==> src/rtl/bpred_update_sched.sv <==
// Branch-predictor update scheduler: arbitrates two requesters into a small FIFO and drains one update per cycle.
// Optional table-invalidate sweep after reset when BPRED_INIT_SWEEP_EN is defined.
module bpred_update_sched #(
  parameter int ADDR_WIDTH = 10,
  parameter int FIFO_DEPTH = 4
) (
  input  logic        clk,
  input  logic        reset,
  input  logic        a_valid,
  output logic        a_ready,
  input  logic [31:0] a_pc,
  input  logic        a_is_br,
  input  logic        a_taken,
  input  logic [31:0] a_target,
  input  logic        b_valid,
  output logic        b_ready,
  input  logic [31:0] b_pc,
  input  logic        b_is_br,
  input  logic        b_taken,
  input  logic [31:0] b_target,
  output logic        upd_valid,
  output logic [31:0] upd_pc,
  output logic        upd_is_br,
  output logic        upd_taken,
  output logic [31:0] upd_target,
  output logic        init_busy
);

  localparam int PW = $clog2(FIFO_DEPTH);
  localparam int CW = PW + 1;
  localparam logic [CW-1:0] FREE2_MAX = CW'(FIFO_DEPTH - 2);
  localparam logic [CW-1:0] FREE1_CNT = CW'(FIFO_DEPTH - 1);

  typedef struct packed {
    logic [31:0] pc;
    logic        is_br;
    logic        taken;
    logic [31:0] target;
  } entry_t;

  entry_t          mem [FIFO_DEPTH];
  logic [PW-1:0]   wr_ptr, rd_ptr;
  logic [CW-1:0]   count;
  logic            pri;       // 0: A has priority, 1: B has priority
  logic            run;
  logic            acc_a, acc_b, b_first, pop;
  logic [1:0]      push_n;
  entry_t          entry_a, entry_b, first, second;

`ifdef BPRED_INIT_SWEEP_EN
  typedef enum logic [0:0] {INIT, RUN} state_t;
  state_t                state, state_next;
  logic [ADDR_WIDTH-1:0] sweep_idx;
  logic                  sweep_done;

  always_ff @(posedge clk or posedge reset) begin
    if (reset) state <= INIT;
    else       state <= state_next;
  end

  // Leave INIT only once the last invalidate has been visible on upd_* for a full cycle.
  always_comb begin
    state_next = state;
    if (state == INIT && sweep_done) state_next = RUN;
  end

  assign run       = (state == RUN);
  assign init_busy = (state == INIT);
`else
  assign run       = 1'b1;
  assign init_busy = 1'b0;
`endif

  // Readiness uses start-of-cycle occupancy; the same-cycle pop is deliberately not credited.
  always_comb begin
    a_ready = 1'b0;
    b_ready = 1'b0;
    if (run && !reset) begin
      if (count <= FREE2_MAX) begin
        a_ready = 1'b1;
        b_ready = 1'b1;
      end else if (count == FREE1_CNT) begin
        if (pri ? b_valid : a_valid) begin
          a_ready = !pri;
          b_ready = pri;
        end else begin
          a_ready = pri;
          b_ready = !pri;
        end
      end
    end
  end

  assign acc_a   = a_valid && a_ready;
  assign acc_b   = b_valid && b_ready;
  assign b_first = acc_b && (pri || !acc_a);
  assign push_n  = {1'b0, acc_a} + {1'b0, acc_b};
  assign pop     = run && (count != '0);
  assign entry_a = '{pc: a_pc, is_br: a_is_br, taken: a_taken, target: a_target};
  assign entry_b = '{pc: b_pc, is_br: b_is_br, taken: b_taken, target: b_target};
  assign first   = b_first ? entry_b : entry_a;
  assign second  = b_first ? entry_a : entry_b;

  always_ff @(posedge clk) begin
    if (push_n != 2'd0) mem[wr_ptr] <= first;
    if (push_n == 2'd2) mem[wr_ptr + PW'(1)] <= second;
  end

  always_ff @(posedge clk or posedge reset) begin
    if (reset) begin
      wr_ptr     <= '0;
      rd_ptr     <= '0;
      count      <= '0;
      pri        <= 1'b0;
      upd_valid  <= 1'b0;
      upd_pc     <= '0;
      upd_is_br  <= 1'b0;
      upd_taken  <= 1'b0;
      upd_target <= '0;
`ifdef BPRED_INIT_SWEEP_EN
      sweep_idx  <= '0;
      sweep_done <= 1'b0;
`endif
    end else begin
      wr_ptr <= wr_ptr + PW'(push_n);
      count  <= count + CW'(push_n) - CW'(pop);
      if (pri ? acc_b : acc_a) pri <= !pri;
      if (run) begin
        if (pop) begin
          upd_valid  <= 1'b1;
          upd_pc     <= mem[rd_ptr].pc;
          upd_is_br  <= mem[rd_ptr].is_br;
          upd_taken  <= mem[rd_ptr].taken;
          upd_target <= mem[rd_ptr].target;
          rd_ptr     <= rd_ptr + PW'(1);
        end else begin
          upd_valid  <= 1'b0;
        end
      end
`ifdef BPRED_INIT_SWEEP_EN
      else if (sweep_done) begin
        upd_valid <= 1'b0;
      end else begin
        upd_valid  <= 1'b1;
        upd_pc     <= 32'({sweep_idx, 2'b00});
        upd_is_br  <= 1'b0;
        upd_taken  <= 1'b0;
        upd_target <= '0;
        sweep_idx  <= sweep_idx + ADDR_WIDTH'(1);
        if (sweep_idx == '1) sweep_done <= 1'b1;
      end
`endif
    end
  end

endmodule

==> config.mk <==
export PLATFORM = sky130hd
export DESIGN_NAME = bpred_update_sched
export DESIGN_NICKNAME = d
export VERILOG_FILES = /design/src/rtl/bpred_update_sched.sv
export SDC_FILE = /design/constraint.sdc
export NUM_CORES = 1
export LEC_CHECK = 0
export ABC_AREA = 1
export CAP_MARGIN = 20
export CELL_PAD_IN_SITES_DETAIL_PLACEMENT = 1
export CELL_PAD_IN_SITES_GLOBAL_PLACEMENT = 2
export CORE_AREA = 3 3 236 238
export DETAILED_ROUTE_END_ITERATION = 10
export DIE_AREA = 0 0 239 241
export PLACE_DENSITY = 0.78
export SYNTH_ARGS = -nofsm -noshare
export SYNTH_HDL_FRONTEND = slang
export SYNTH_SLANG_ARGS = --single-unit
==> constraint.sdc <==
create_clock -name clk -period 7.2 [get_ports clk]
set_input_delay 1.44 -clock clk [delete_from_list [all_inputs] [get_ports clk]]
set_output_delay 1.44 -clock clk [all_outputs]
set_load 0.02 [all_outputs]
---- After elaboration in Yosys (flattened, before gate mapping) ----
Memory sizes are Yosys's and may differ from the RTL's. A register that Yosys moved wholly into a read port is not among the register bits.
Cells that the tools add are included.
cells by class
  mux-type cells .......................... 17
  eq/ne operators ......................... 2
  reduce and logical (&&, ||, !) cells .... 8
  $lt $le $gt $ge ......................... 1
  add/sub/neg operators ................... 6
operators by type and width
  operator             count
  $mux 66              2
  $mux 1               15
  $add 2x1->2 const B  2
  $add 3x2->3          1
  $eq 3x2->1 const B   1
  $le 3x2->1 const B   1
  $logic_and 1x1->1    3
  $reduce_bool 3->1    1
  $sub 3x1->3          1
  $add 1x1->2          1
  $add 2x2->2          1
  $eq 2x2->1 const B   1
  $logic_not 1->1      2
  $reduce_bool 2->1    1
  $logic_or 1x1->1     1
word-level totals
  bits in registers ....................... 9
  memories kept ........................... 1
  input bits .............................. 136
  memory bits (writable) .................. 264
  word-level logic and storage cells ...... 40
memories
  name  words  bits a word  rd ports  clocked after memory_dff  write ports  RTL line  RTL
  mem   4      66           1         1                         2            41        entry_t mem [FIFO_DEPTH];

---- Logic depth before layout (Yosys ltp) ----
  depth in word-level cells ............... 10
  mapped depth ............................ 14
  mapped depth without buffers ............ 12

---- Worst setup path after synthesis ----
Ideal clock, no wire load.
  path kind ............................... input to register
  start ................................... in reset
  end ..................................... mem mem[2][0] in the netlist's numbering, enable pin
  path slack .............................. -0.503 ns
  required time ........................... 6.619 ns
  arrival ................................. 7.122 ns
  cell stages on the path ................. 6
  path buffers ............................ 0
  cell sequence ........................... nor2_1 inv_1 a21oi_1 nand2_1 ha_1 o21ai_0
RTL lines
  element          RTL line  RTL
  start, declared  8         input logic reset,
  end, declared    41

---- Worst setup path in the final report ----
  start ................................... in reset
  end ..................................... out a_ready
on the way
  cells in the longest elaborated chain, start to end .. 1
ends and longest elaborated chain
  element        RTL line  RTL
  $mux 1         78        if (run && !reset) begin
  end, declared  10        output logic a_ready,
No other way between the ends.

==> run metrics <==
first-pass GRT wire length 103,000 µm; EDFF count, synth 264; most common cell after layout, fill and taps aside nand2_1; initial antenna violation count 0; DP Area 20,900 µm²; Ports 206; number of buffers added on ports 204; Worst Path Max Fanout 3; critical path type in2out; Ys Warns 0; sequential share of the synthesized area 0.538; Root Buffer clkbuf_16; most frequent cells in the layout 539 x nand2_1, 529 x nand3_1, 329 x nor2_1; largest net degree at the start of global routing 77; final wirelength 68,300 µm; final setup margin 2.70 ns; ys async rst share 0.221; Setup Viol. Count Final 0; Syn Area/Cell 8.05 µm²; critical path arrival 3.06 ns; CTS clk-pin slew, worst paths 0.05 ns; Mapped Area 18,200 µm²; Unique masters post-synth 24; layout cell share with drive strength beyond 1 0.0433; Slew headroom 0.220; DRC 0; Die X 239 µm; clock sinks 339; Final Critical Period 4.50 ns; final instance area 22,200 µm²; R2R setup slack 4.00 ns; fmax 222 MHz; n_diodes 0; via count 17,000; post-CTS resize count 0; Wirelength per Cell 21.9 µm; overall die height 241 µm; Pleak 9.33 nW; Worst Tran Pin Value 1.17 ns; flops & latches, synth 339; CTS Buf Count 41; Final ANT Viol Nets 0; core region area 53,800 µm²; vias in the first global route 17,900; # Max-Cap Violations 0; hold buffers post-CTS 0; CTS tree yes; Hold Path Class reg2reg; Fin Clk Skew 0.0122 ns; RSZ-0062 raised after global routing false; status finished clean; GRT Util Overall 0.234; final hold violation count 0; post-DR vias/cell 5.45; Initial DRC Count 1,032; clock latency on the worst-skew pair 0.56 ns; Site Rows 85; Gate Count Post-Synth 2,262; setup_tns 0 ns; Fill cells 6,404; fin nets 2,539; Clock Tree Buf Depth 3; Area growth, synth to finish 21.7%; die area 57,600 µm²; Max Transition Viols Final 0; pwr dens 359 nW/µm²; Hold WS 0.511 ns; pre-CTS WS 2.43 ns; Synth Flop Type edfxtp_1; CP required 5.76 ns; Initial Util 0.339; Setup crit start kind input port; grt ovf 0; dpl hpwl 38,600 µm; Synthesized Nets 2,406; htree depth 2; Peak VDD IR 0.202 mV; post-CTS setup repair buffer count 0; ratio of final minimum period to clock period 0.626; First-pass DRT Iterations 7; Crit. End Element primary output; gp weighted congestion 0.771
[stage by stage]
step                      total power [mW]  std cells   util
final                                 7.96       3121  0.412
after global routing                  8.44       3121  0.412
after CTS                             8.04       3119  0.411
after detailed placement              6.02       3046  0.388
after global placement                5.91       3044  0.387
after floorplan                       4.75       2262      -
[flip-flops by register name (all words and copies together) (netlist names)]
signal and flops:
upd_valid 1, upd_taken 1, upd_is_br 1, pri 1, rd_ptr 2, upd_target 32, wr_ptr 2, mem 264
upd_pc 32, count 3
[cell usage after synthesis (2+ instances only)]
| cell type | count | share of area |
|---|---|---|
| dfrtp_1 | 75 | 0.10 |
| o21ai_0 | 136 | 0.037 |
| o22ai_1 | 2 | 0.00069 |
| ha_1 | 7 | 0.0048 |
| nor2_1 | 333 | 0.069 |
| nand3_1 | 529 | 0.15 |
| inv_1 | 154 | 0.032 |
| xnor2_1 | 3 | 0.0014 |
| buf_4 | 5 | 0.0021 |
| nand2_1 | 540 | 0.11 |
| buf_1 | 34 | 0.0070 |
| clkbuf_1 | 69 | 0.014 |
| a31oi_1 | 66 | 0.023 |
| buf_2 | 34 | 0.0093 |
| xor2_1 | 3 | 0.0014 |
| edfxtp_1 | 264 | 0.44 |
[layer usage]
layer	track usage	up-vias	share of wire
met5	0	-	0
met4	0.0874	0	0.030
met3	0.0289	135	0.046
met2	0.429	474	0.51
met1	0.283	8504	0.41
li1	-	7903	-
[critical path, stage by stage]
cell and delay, ns:
clkdlybuf4s50_1 0.46, nor2_1 0.22, inv_1 0.11, a21oi_1 0.19, clkdlybuf4s50_1 0.64
[final cells by class]
| class | count | area [µm²] | share of cell area |
|---|---|---|---|
| Inverter | 155 | 598 | 0.0270 |
| Tap cell | 696 | 871 | 0.0393 |
| Sequential cell | 339 | 9810 | 0.442 |
| Clock buffer | 60 | 1150 | 0.0517 |
| Multi-Input combinational cell | 1626 | 7320 | 0.330 |
| Clock inverter | 13 | 114 | 0.00513 |
| Timing Repair Buffer | 232 | 2320 | 0.104 |
[kinds of logic (layout without fill, tap and decap cells)]
family	count (synthesis)	in the layout	share of synthesized area
buffers and inverters	297	460	0.0646
adders and majority gates	8	8	0.00591
muxes	1	1	0.000618
DFF	339	339	0.538
and+or+nand+nor	1405	1405	0.327
other	1	1	0.000206
AOI/OAI and AO/OA	205	205	0.0610
xor gates and xnor gates	6	6	0.00288
[where the power goes]
part	switching (mW)	internal, mW	total (mW)	leakage [nW]
clock	0.826	1.17	2.00	0.618
sequential	0.308	2.66	2.97	3.26
combinational	1.95	1.04	2.99	5.45
total	3.09	4.87	7.96	9.33
[worst paths after layout]
check | start | end | depth (start not counted)
setup / recovery | reset | a_ready | 5
hold / removal | upd_pc[31] | upd_pc[31] | 1
setup reg to reg | count[2] | mem[1][27] | 11
hold reg to reg | upd_pc[31] | upd_pc[31] | 1
max in group asynchronous | reset | rd_ptr[0] | 3
min in group asynchronous | reset | pri | 2
(Power assumes the default switching activity.)
==> edit, RTL diff (same settings) <==
Register the inputs `a_target` and `b_target` before use, with the module's reset. The logic sees them one clock later. The other inputs are not delayed to match.
--- a/src/rtl/bpred_update_sched.sv
+++ b/src/rtl/bpred_update_sched.sv
@@ -37,6 +37,19 @@
     logic        taken;
     logic [31:0] target;
   } entry_t;
+
+  logic [31:0] a_target_q;
+  logic [31:0] b_target_q;
+
+  always_ff @(posedge clk or posedge reset) begin
+    if (reset) begin
+      a_target_q <= '0;
+      b_target_q <= '0;
+    end else begin
+      a_target_q <= a_target;
+      b_target_q <= b_target;
+    end
+  end
 
   entry_t          mem [FIFO_DEPTH];
   logic [PW-1:0]   wr_ptr, rd_ptr;
@@ -96,8 +109,8 @@
   assign b_first = acc_b && (pri || !acc_a);
   assign push_n  = {1'b0, acc_a} + {1'b0, acc_b};
   assign pop     = run && (count != '0);
-  assign entry_a = '{pc: a_pc, is_br: a_is_br, taken: a_taken, target: a_target};
-  assign entry_b = '{pc: b_pc, is_br: b_is_br, taken: b_taken, target: b_target};
+  assign entry_a = '{pc: a_pc, is_br: a_is_br, taken: a_taken, target: a_target_q};
+  assign entry_b = '{pc: b_pc, is_br: b_is_br, taken: b_taken, target: b_target_q};
   assign first   = b_first ? entry_b : entry_a;
   assign second  = b_first ? entry_a : entry_b;
 
Function: changed (a bounded check fails within 4 cycles, from zero or initial values and one cycle with reset high).
==> edit against the unedited design <==
Area after synthesis is 8.9% higher; sequential cell count grew 64; worst setup slack worse by 0.034 ns; power rose by 9.6%; sequential power up 14%; cell area grew 8.5%; wire length is 1.1% higher; clock skew up 0.0099 ns.
==> edit: results (changes against the unedited design) <==
Worst setup path
  – Reg-to-Reg End: mem[1][32]$_DFFE_PP_
  – Slowest CP cell: clkdlybuf4s50_1
  – Worst reg2reg path depth: 11 (unchanged)
  – Flop2flop setup slack: 3.66 ns (-0.34 ns)

Yosys
  – Mux share of post-synthesis cell area: 0.05678% (-0.0050 points)
  – Post-synth EDFFs: 264 (unchanged)
  – Synth unique cells: 26 (+8.3%)
  – Commonest register cell after synthesis: edfxtp_1
  – Seq/Total Area, Yosys: 57.51% (+3.7 points)
  – Area contributors post-synth: edfxtp_1, dfrtp_1, nand3_1
  – YS warnings: 0 (unchanged)
  – Synth Area in Compound Gates: 5.602% (-0.50 points)
  – Post-Synth XOR/XNOR Area: 0.2650% (-0.023 points)
  – Fraction of the mapped netlist area in adder cells: 0.5426% (-0.048 points)
  – Syn nets: 2,470 (+2.7%)
  – Ys async rst share: 34.49% (+12 points)

Min path
  – Hold Path Origin: upd_pc[25]$_DFFE_PP0N_
  – Hold Path End: upd_pc[25]$_DFFE_PP0N_

Clocking
  – Worst-skew pair later-pin latency: 0.59 ns (+0.03 ns)
  – Reg clk slew, reported paths: 0.05 ns (about the same)
  – Clk buf depth: 3 (unchanged)
  – Num CTS Buffers: 48 (+17%)

Placed design
  – Estimated wirelength of the detail-placed design: 38,450 um (-0.32%)
  – Placer's final routability congestion estimate: 0.7643 (-0.87%)
  – Port bufs: 204 (unchanged)

Drt
  – Average wire per standard cell: 21.58 um (-1.4%)
  – Pre-antenna DRT Iters: 5 (-2)
  – DRT iter0 DRCs: 839 (-19%)
  – Via count: 17.42k (+2.4%)

Global routing
  – Global-route wire length before repair: 106,300 um (+2.8%)
  – Vias in the first global route: 18.54k (+3.9%)
  – Largest net degree at the start of global routing: 90 (+17%)
  – Gr usage total: 23.97% (+0.55 points)

Pwr
  – Peak VDD IR: 0.2451 mV (+22%)
  – LEAKAGE: 10.21 nW (+9.5%)

STA
  – Clk_skew: 0.02208 ns (+0.009875 ns)
  – Worst slew pin tran: 1.191 ns (+0.02109 ns)

Outcome
  – Outcome: completed

Finish
  – Fill count: 6,201 (-3.2%)
  – Fin nets: 2,608 (+2.7%)
  – Fraction of layout cells with a size suffix above 1: 4.752% (+0.42 points)
## edit: cell types whose count changed after synthesis, sizes merged
cell,change
buf,-4
clkbuf,+4
dfrtp,+64
## edit: through the flow
stage	instances	setup slack, ns	utilization [%]	hold slack [ns]	area (um2)
finish	3200	2.661	44.73	0.5171	24070
global route	3200	2.522	44.73	0.5271	24070
CTS	3198	2.657	44.65	0.5154	24030
detailed placement	3108	2.119	41.75	0.5032	22470
global placement	3107	2.162	41.70	0.5001	22440
floorplan	2326	-0.5035	-	0.5016	19830
## edit: cell families after synthesis
| logic type | after synthesis |
|---|---|
| buf+inv | 297 |
| mux | 1 |
| other cells | 1 |
| xor+xnor | 6 |
| simple gates | 1405 |
| compound gates | 205 |
| fa+ha+maj | 8 |
| flops | 403 |
## edit: final cells by class
type / instances / share of cell area, %
repair buffers: 230 / 9.615
inverters: 155 / 2.474
flip-flops and latches: 403 / 47.41
well taps: 696 / 3.617
clock buffers: 76 / 6.060
multi-input cells: 1626 / 30.41
clock inverters: 14 / 0.4106
## edit: report_power, final
| group | switching [mW] | internal (mW) |
|---|---|---|
| registers | 0.346 | 3.04 |
| clock network | 0.978 | 1.42 |
| logic | 1.90 | 1.03 |
| total | 3.23 | 5.50 |
## edit: routing by layer
metal / vias to the layer above / wire length (um) / global-route usage [%]
li1: 8118 / - / -
met1: 8742 / 29180 / 29.72
met2: 427 / 34780 / 43.42
met3: 131 / 3055 / 3.177
met4: 0 / 2030 / 7.715
met5: - / 0 / 0
